<file path="config.mk">
export PLATFORM = sky130hd
export DESIGN_NAME = mult_seq_nxn_flat
export DESIGN_NICKNAME = d
export VERILOG_FILES = /design/src/rtl/mult_seq_nxn_if.sv /design/src/rtl/mult_seq_nxn.sv /design/src/flat_wrapper.sv
export SDC_FILE = /design/constraint.sdc
export NUM_CORES = 1
export LEC_CHECK = 0
export CORE_MARGIN = 1.5
export CORE_UTILIZATION = 62
export CTS_BUF_LIST = sky130_fd_sc_hd__clkbuf_2
export DETAILED_ROUTE_END_ITERATION = 10
export GPL_TIMING_DRIVEN = 1
export PLACE_DENSITY = 0.84
export SYNTH_ARGS = -nofsm -noshare
export SYNTH_HDL_FRONTEND = slang
export SYNTH_SLANG_ARGS = --single-unit
</file>
<file path="constraint.sdc">
create_clock -name clk -period 12.6 [get_ports clk]
set_input_delay 3.15 -clock clk [delete_from_list [all_inputs] [get_ports clk]]
set_output_delay 3.15 -clock clk [all_outputs]
set_load 0.03 [all_outputs]
</file>
<file path="src/rtl/mult_seq_nxn_if.sv">
// Handshake/data bundle for mult_seq_nxn: start with operands in, busy/done/product out.
// Valid/ready semantics: start is a request qualified by the block being out of CALC;
// busy acts as "not ready", and done marks the single cycle where product is first valid.
interface mult_seq_nxn_if #(
  parameter int WIDTH = 32
);
  logic               start;
  logic [WIDTH-1:0]   a;
  logic [WIDTH-1:0]   b;
  logic               busy;
  logic               done;
  logic [2*WIDTH-1:0] product;

  modport master (
    output start, a, b,
    input  busy, done, product
  );

  modport slave (
    input  start, a, b,
    output busy, done, product
  );
endinterface

</file>
<file path="src/rtl/mult_seq_nxn.sv">
// Sequential unsigned WIDTH x WIDTH multiplier: one DIGIT x DIGIT partial product per
// cycle, accumulated at its digit offset; i walks a-slices inside, j walks b-slices outside.
module mult_seq_nxn #(
  parameter int WIDTH = 32,
  parameter int DIGIT = 16
) (
  input  logic              clk,
  input  logic              reset,
  mult_seq_nxn_if.slave     bus,
  output logic [1:0]        state_dbg
);

  localparam int N  = WIDTH / DIGIT;
  localparam int CW = (N > 1) ? $clog2(N) : 1;

  typedef enum logic [1:0] {
    IDLE = 2'd0,
    CALC = 2'd1,
    DONE = 2'd2
  } state_t;

  state_t               state;
  state_t               state_nxt;
  logic [WIDTH-1:0]     a_reg;
  logic [WIDTH-1:0]     b_reg;
  logic [CW-1:0]        i_cnt;
  logic [CW-1:0]        j_cnt;
  logic [2*WIDTH-1:0]   product_r;

  logic                 accept;
  logic                 last_iter;
  logic                 i_wrap;
  logic [DIGIT-1:0]     a_slice;
  logic [DIGIT-1:0]     b_slice;
  logic [2*DIGIT-1:0]   pp;
  logic [2*WIDTH-1:0]   pp_shifted;

  // A new request is only taken when no multiplication is in flight.
  assign accept    = bus.start && (state != CALC);
  assign i_wrap    = (i_cnt == CW'(N - 1));
  assign last_iter = i_wrap && (j_cnt == CW'(N - 1));

  assign a_slice    = DIGIT'(a_reg >> (32'(i_cnt) * DIGIT));
  assign b_slice    = DIGIT'(b_reg >> (32'(j_cnt) * DIGIT));
  assign pp         = (2*DIGIT)'(a_slice) * (2*DIGIT)'(b_slice);
  assign pp_shifted = (2*WIDTH)'(pp) << ((32'(i_cnt) + 32'(j_cnt)) * DIGIT);

  always_ff @(posedge clk or posedge reset) begin
    if (reset) begin
      state <= IDLE;
    end else begin
      state <= state_nxt;
    end
  end

  always_comb begin
    state_nxt = state;
    case (state)
      IDLE:    if (bus.start) state_nxt = CALC;
      CALC:    if (last_iter) state_nxt = DONE;
      DONE:    state_nxt = bus.start ? CALC : IDLE;
      default: state_nxt = IDLE;
    endcase
  end

  always_ff @(posedge clk or posedge reset) begin
    if (reset) begin
      a_reg     <= '0;
      b_reg     <= '0;
      i_cnt     <= '0;
      j_cnt     <= '0;
      product_r <= '0;
    end else if (accept) begin
      a_reg     <= bus.a;
      b_reg     <= bus.b;
      i_cnt     <= '0;
      j_cnt     <= '0;
      product_r <= '0;
    end else if (state == CALC) begin
      product_r <= product_r + pp_shifted;
      if (i_wrap) begin
        i_cnt <= '0;
        j_cnt <= j_cnt + CW'(1);
      end else begin
        i_cnt <= i_cnt + CW'(1);
      end
    end
  end

  assign bus.busy    = (state == CALC);
  assign bus.done    = (state == DONE);
  assign bus.product = product_r;
  assign state_dbg   = state;

endmodule

</file>
<file path="src/flat_wrapper.sv">
// flat-port wrapper written by rule: the top's interface ports become plain ports
module mult_seq_nxn_flat 
#(
  parameter int WIDTH = 32,
  parameter int DIGIT = 16
)
  (clk, reset, state_dbg, bus_start, bus_a, bus_b, bus_busy, bus_done, bus_product);
  mult_seq_nxn_if #(.WIDTH(WIDTH)) bus_i ();
  input  logic clk;
  input  logic reset;
  output logic [1:0] state_dbg;
  input wire logic [$bits(bus_i.start)-1:0] bus_start;
  input wire logic [$bits(bus_i.a)-1:0] bus_a;
  input wire logic [$bits(bus_i.b)-1:0] bus_b;
  output wire logic [$bits(bus_i.busy)-1:0] bus_busy;
  output wire logic [$bits(bus_i.done)-1:0] bus_done;
  output wire logic [$bits(bus_i.product)-1:0] bus_product;
  assign bus_i.start = bus_start;
  assign bus_i.a = bus_a;
  assign bus_i.b = bus_b;
  assign bus_busy = bus_i.busy;
  assign bus_done = bus_i.done;
  assign bus_product = bus_i.product;
  mult_seq_nxn #(.WIDTH(WIDTH), .DIGIT(DIGIT)) u_core (.clk(clk), .reset(reset), .bus(bus_i), .state_dbg(state_dbg));
endmodule
</file>
==> impl_metrics.json, run 1 <==
{
  "yosysWarnings": 0,
  "wire_per_inst_um": 21.2,
  "largest_reg_flops": 64,
  "netlist_area_mm2": 0.0179,
  "rsz0062_at_grt": "no",
  "grt_max_degree": 86,
  "numCtsBuffers": 17,
  "die-area_mm2": 0.0299,
  "core_mm2": 0.0281,
  "path_clk_slew_ns": 0.24,
  "die_h_um": 173,
  "drc_errors": 0,
  "crit_top_cell": "fa_1",
  "synth_top_family_by_area": "adder cells",
  "cts_resized": 0,
  "synth_flop_cell": "dfrtp_1",
  "post_cts_buffers": 0,
  "clock-sinks": 132,
  "fin_crit_ns": 10.35,
  "criticalPathCategory": "reg -> reg",
  "routed_wl_um": 53400,
  "synth-seq-cells": 132,
  "antenna_found_initial": 1,
  "overflow": 0,
  "syn2layout_area_growth_pct": 10.3,
  "min_path_cells": 1,
  "avgSynthCellArea_um2": 8.79,
  "hold_path.startpoint": "u_core.b_reg[25]$_DFFE_PP0P_",
  "endpoint": "u_core.bus.product[59]$_DFFE_PP0P_",
  "max_slew_margin": 0.132,
  "fin_worst_skew_ns": 0.0547,
  "fin_setup_tns_ns": 0,
  "drive_gt1_frac": 0.0810,
  "synth_top_area_frac": 0.218,
  "yosysSeqAreaShare": 0.185,
  "dpl.hpwl_um": 42100,
  "synth_nets": 2464,
  "synthXorXnorAreaFrac": 0.0421,
  "hold_slack_ns": 0.538,
  "grtUsageTotal": 0.367,
  "required_ns": 13.42,
  "async_flop_share": 1.00,
  "reg2reg_from": "u_core.i_cnt$_DFFE_PP0P_",
  "synthAdderAreaFrac": 0.336,
  "crit_slowest_cell": "mux2i_1",
  "h-tree-depth": 4,
  "place_worst_setup_slack_ns": 2.42,
  "gp_congestion": 1.01,
  "r2r_cells": 35,
  "cts_buffer_depth": 2,
  "ant_nets": 0,
  "synth_compound_area_frac": 0.129,
  "routed_via_density": 6.23,
  "drt_iter0_drc": 1311,
  "cts_tree": "done",
  "fin_ws_ns": 2.25,
  "drv_slew": 0,
  "ys_top_cells_by_area": "fa_1 22%, dfrtp_1 18%, ha_1 12%",
  "muxShareOfSynthArea": 0.0827,
  "syn_inst": 2034,
  "critPathMaxFanout": 24,
  "r2r_slack_ns": 2.25,
  "synth-simple-area-share": 0.153,
  "initial_utilization": 0.637,
  "worstPathArrival_ns": 11.17,
  "fmax_mhz": 96.6,
  "row_count": 61,
  "first_pass_iters": 5,
  "cp_slowest_stage_delay_ns": 0.97,
  "worst_pin_slew_ns": 1.27,
  "vias": 15664,
  "critPathLaunch": "u_core.i_cnt$_DFFE_PP0P_",
  "cts_hold_buf": 0,
  "hold_viol": 0,
  "r2r-end": "u_core.bus.product[59]$_DFFE_PP0P_",
  "worstSetupStartpointType": "flop",
  "nets": 2554,
  "yosysUniqueCellTypes": 78,
  "io_buffer_count": 134,
  "report.final.setup_viol": 0,
  "yosysTopAreaCell": "fa_1",
  "grt_pass1_vias": 16081,
  "drv_cap": 0,
  "hp-class": "reg -> reg",
  "period_share": 0.821,
  "clock_latency_ns": 0.93,
  "cts_root_buf": "clkbuf_2",
  "status": "completed",
  "end_kind": "flop",
  "die_w_um": 173,
  "synth-edff-count": 0,
  "grt_pass1_wl_um": 85700,
  "io_pins": 135
}
-- kinds of logic (layout without fill, tap and decap cells) --
kind of cell | count (synthesis) | in the layout
mux | 136 | 136
other cells | 0 | 1
fa+ha+maj | 363 | 363
xor+xnor | 86 | 86
simple gates | 610 | 610
compound gates | 367 | 367
buf+inv | 340 | 443
flops | 132 | 132
-- stage by stage --
step / std cells / utilization / cell area [µm²]
global placement: 2483 / 0.695 / 19500
global route: 2516 / 0.702 / 19700
finish: 2516 / 0.702 / 19700
floorplan: 2034 / - / 17900
CTS: 2515 / 0.702 / 19700
detailed placement: 2483 / 0.695 / 19500
-- critical path, delay by kind of cell (launching register included) --
family | cells | cell delay (ns)
mux | 2 | 1.19
fa+ha+maj | 8 | 3.32
buf+inv | 5 | 0.62
flops | 1 | 0.74
xor+xnor | 1 | 0.19
simple gates | 8 | 1.90
compound gates | 11 | 2.27
-- routing by layer --
| metal | up-vias | routed length [µm] | GRT usage | part of all wire |
|---|---|---|---|---|
| met3 | 185 | 4690 | 0.0701 | 0.088 |
| met5 | - | 0 | 0 | 0 |
| met1 | 7690 | 20900 | 0.472 | 0.39 |
| li1 | 6968 | - | - | - |
| met2 | 821 | 25300 | 0.598 | 0.47 |
| met4 | 0 | 2530 | 0.179 | 0.047 |
-- worst min-delay path by stage --
stage	endpoint
CTS	u_core.b_reg[9]$_DFFE_PP0P_
finish	u_core.b_reg[25]$_DFFE_PP0P_
global route	u_core.b_reg[22]$_DFFE_PP0P_
global placement	u_core.b_reg[9]$_DFFE_PP0P_
floorplan	u_core.b_reg[25]$_DFFE_PP0P_
detailed placement	u_core.b_reg[9]$_DFFE_PP0P_
-- synthesized netlist by cell type (all sizes together) (14+ instances only) --
cell and n:
clkbuf 63, nor3 15, fa 195, o21bai 14, nand3 78, ha 168
xor2 35, mux2i 42, xnor2 51, nor2 185, dfrtp 132, nand4 17
and2 29, o21ai 112, inv 259, nand2 224, a21o 40, mux2 94
a21oi 105, buf 17
-- cell type report --
class,instances,area [µm²]
inverter,260,981
antenna,1,2.50
timing repair buffer,151,1470
clock buffer,17,85.1
sequential,132,3300
multi-input combinational,1562,13300
clock inverter,15,116
tap,378,473
fill,2287,8360
-- cell usage in the layout (no fill, tap or decap), types with 41 or more instances in the layout --
cell type and n:
mux2i_1 41, nand3_1 77, o21ai_0 86, clkdlybuf4s50_1 134, mux2_2 94, nand2_1 221, dfrtp_1 132, ha_1 168
xnor2_1 51, a21oi_1 105, inv_1 257, fa_1 195, nor2_1 185
Power of run 1 is left out: the tool's default activity adds up to more than one toggle a clock period on the data nets, which glitch-free logic cannot reach.
==> inputs of run 2 (changes only) <==
==> constraint.sdc (replaced) <==
create_clock -name clk -period 9.8 [get_ports clk]
set_input_delay 2.45 -clock clk [delete_from_list [all_inputs] [get_ports clk]]
set_output_delay 2.45 -clock clk [all_outputs]
set_load 0.03 [all_outputs]
==> impl_metrics.json, run 2 (synthesis results as in run 1) <==
{
  "required_ns": 10.58,
  "route.met2.wl_um": 25500,
  "vias": 15542,
  "drv_cap": 0,
  "period_share": 0.958,
  "report.final.setup_viol": 0,
  "largest_reg_flops": 64,
  "grt_max_degree": 75,
  "drive_gt1_frac": 0.0976,
  "hold_path.startpoint": "u_core.b_reg[21]$_DFFE_PP0P_",
  "criticalPathCategory": "reg -> reg",
  "top_layer": "met4",
  "gp_congestion": 1.07,
  "routed_via_density": 6.12,
  "fin_crit_ns": 9.39,
  "drt-met1-wl_um": 21000,
  "r2r_slack_ns": 0.41,
  "end_kind": "flop",
  "wire_per_inst_um": 21.0,
  "dr_wl_met3_um": 4050,
  "critPathLaunch": "u_core.j_cnt$_DFFE_PP0P_",
  "final_cell_mix": "257 x inv_1, 221 x nand2_1, 195 x fa_1",
  "die_w_um": 173,
  "antenna_found_initial": 1,
  "post-route-util": 0.714,
  "fin_setup_tns_ns": 0,
  "clock-sinks": 132,
  "nets": 2579,
  "drc_errors": 0,
  "crit_top_cell": "fa_1",
  "hp-class": "reg -> reg",
  "routed_wl_um": 53400,
  "worst_path_dominant_cell_family": "adder cells",
  "path_clk_slew_ns": 0.27,
  "worst_pin_slew_ns": 1.09,
  "r2r_cells": 34,
  "cp_slowest_stage_delay_ns": 0.56,
  "cts_hold_buf": 0,
  "min_path_cells": 1,
  "reg2reg_from": "u_core.j_cnt$_DFFE_PP0P_",
  "grt_pass1_vias": 15983,
  "crit_slowest_cell": "fa_1",
  "drv_slew": 0,
  "die_h_um": 173,
  "io_buffer_count": 134,
  "first_pass_iters": 7,
  "crit_cells": 34,
  "fin_worst_skew_ns": 0.0673,
  "initial_utilization": 0.637,
  "io_pins": 135,
  "cts_buffer_depth": 2,
  "worstSetupStartpointType": "flop",
  "ant_nets": 0,
  "overflow": 0,
  "grtUsageTotal": 0.366,
  "hold_viol": 0,
  "critPathMaxFanout": 31,
  "crit_buf_inv": 4,
  "grt_pass1_wl_um": 85800,
  "max_slew_margin": 0.269,
  "numCtsBuffers": 17,
  "dpl.hpwl_um": 43200,
  "cts_root_buf": "clkbuf_2",
  "row_count": 61,
  "status": "completed",
  "clock_latency_ns": 0.90,
  "cts_tree": "done",
  "final_common_cell": "inv_1",
  "die-area_mm2": 0.0299,
  "drt_iter0_drc": 1227,
  "fmax_mhz": 106,
  "worstPathArrival_ns": 10.17,
  "syn2layout_area_growth_pct": 12.2,
  "core_mm2": 0.0281,
  "h-tree-depth": 4
}
-- run 2: final timing paths --
check                                                     end
setup reg to reg           u_core.bus.product[59]$_DFFE_PP0P_
hold reg to reg                  u_core.b_reg[21]$_DFFE_PP0P_
setup / recovery           u_core.bus.product[59]$_DFFE_PP0P_
hold / removal                   u_core.b_reg[21]$_DFFE_PP0P_
min in group asynchronous            u_core.j_cnt$_DFFE_PP0P_
max in group asynchronous        u_core.b_reg[21]$_DFFE_PP0P_
-- run 2: repair_timing --
action,CTS,global route
setup buffers,0,1
endpoints found under the setup margin,0,22
gates resized for setup,0,22
-- run 2: layer usage --
layer	track usage	vias to the layer above
met5	0	-
met4	0.167	0
met3	0.0704	179
met2	0.606	734
met1	0.468	7598
li1	-	7031
-- run 2: final cells by class --
class,instances,area [µm²]
Antenna cell,1,2.50
Clock buffer,18,90.1
Clock inverter,14,136
Fill cell,2180,8030
Inverter,260,981
Multi-Input combinational cell,1562,13400
Sequential cell,132,3300
Tap cell,378,473
Timing Repair Buffer,176,1680
-- run 2: per-stage QoR --
stage,instance area [µm²],std cells,setup slack (ns),hold WS (ns)
2_1_floorplan,17900,2034,0.616,0.474
6_report,20100,2541,0.407,0.533
4_1_cts,20000,2539,0.255,0.532
3_3_place_gp,19700,2507,0.492,0.488
3_5_place_dp,19700,2507,0.375,0.495
5_1_grt,20100,2541,-0.00468,0.547
Power of run 2 is left out for the same reason.
==> inputs of run 3 (changes only) <==
--- a/config.mk
+++ b/config.mk
@@ -5,6 +5,8 @@
 export SDC_FILE = /design/constraint.sdc
 export NUM_CORES = 1
 export LEC_CHECK = 0
+export ABC_CLOCK_PERIOD_IN_PS = 9800
+export CAP_MARGIN = 20
 export CORE_MARGIN = 1.5
 export CORE_UTILIZATION = 62
 export CTS_BUF_LIST = sky130_fd_sc_hd__clkbuf_2
==> results of run 3 <==
Same layout as run 2: the final DEF is identical, and so are final timing and power.
Power of run 3 is left out for the same reason.
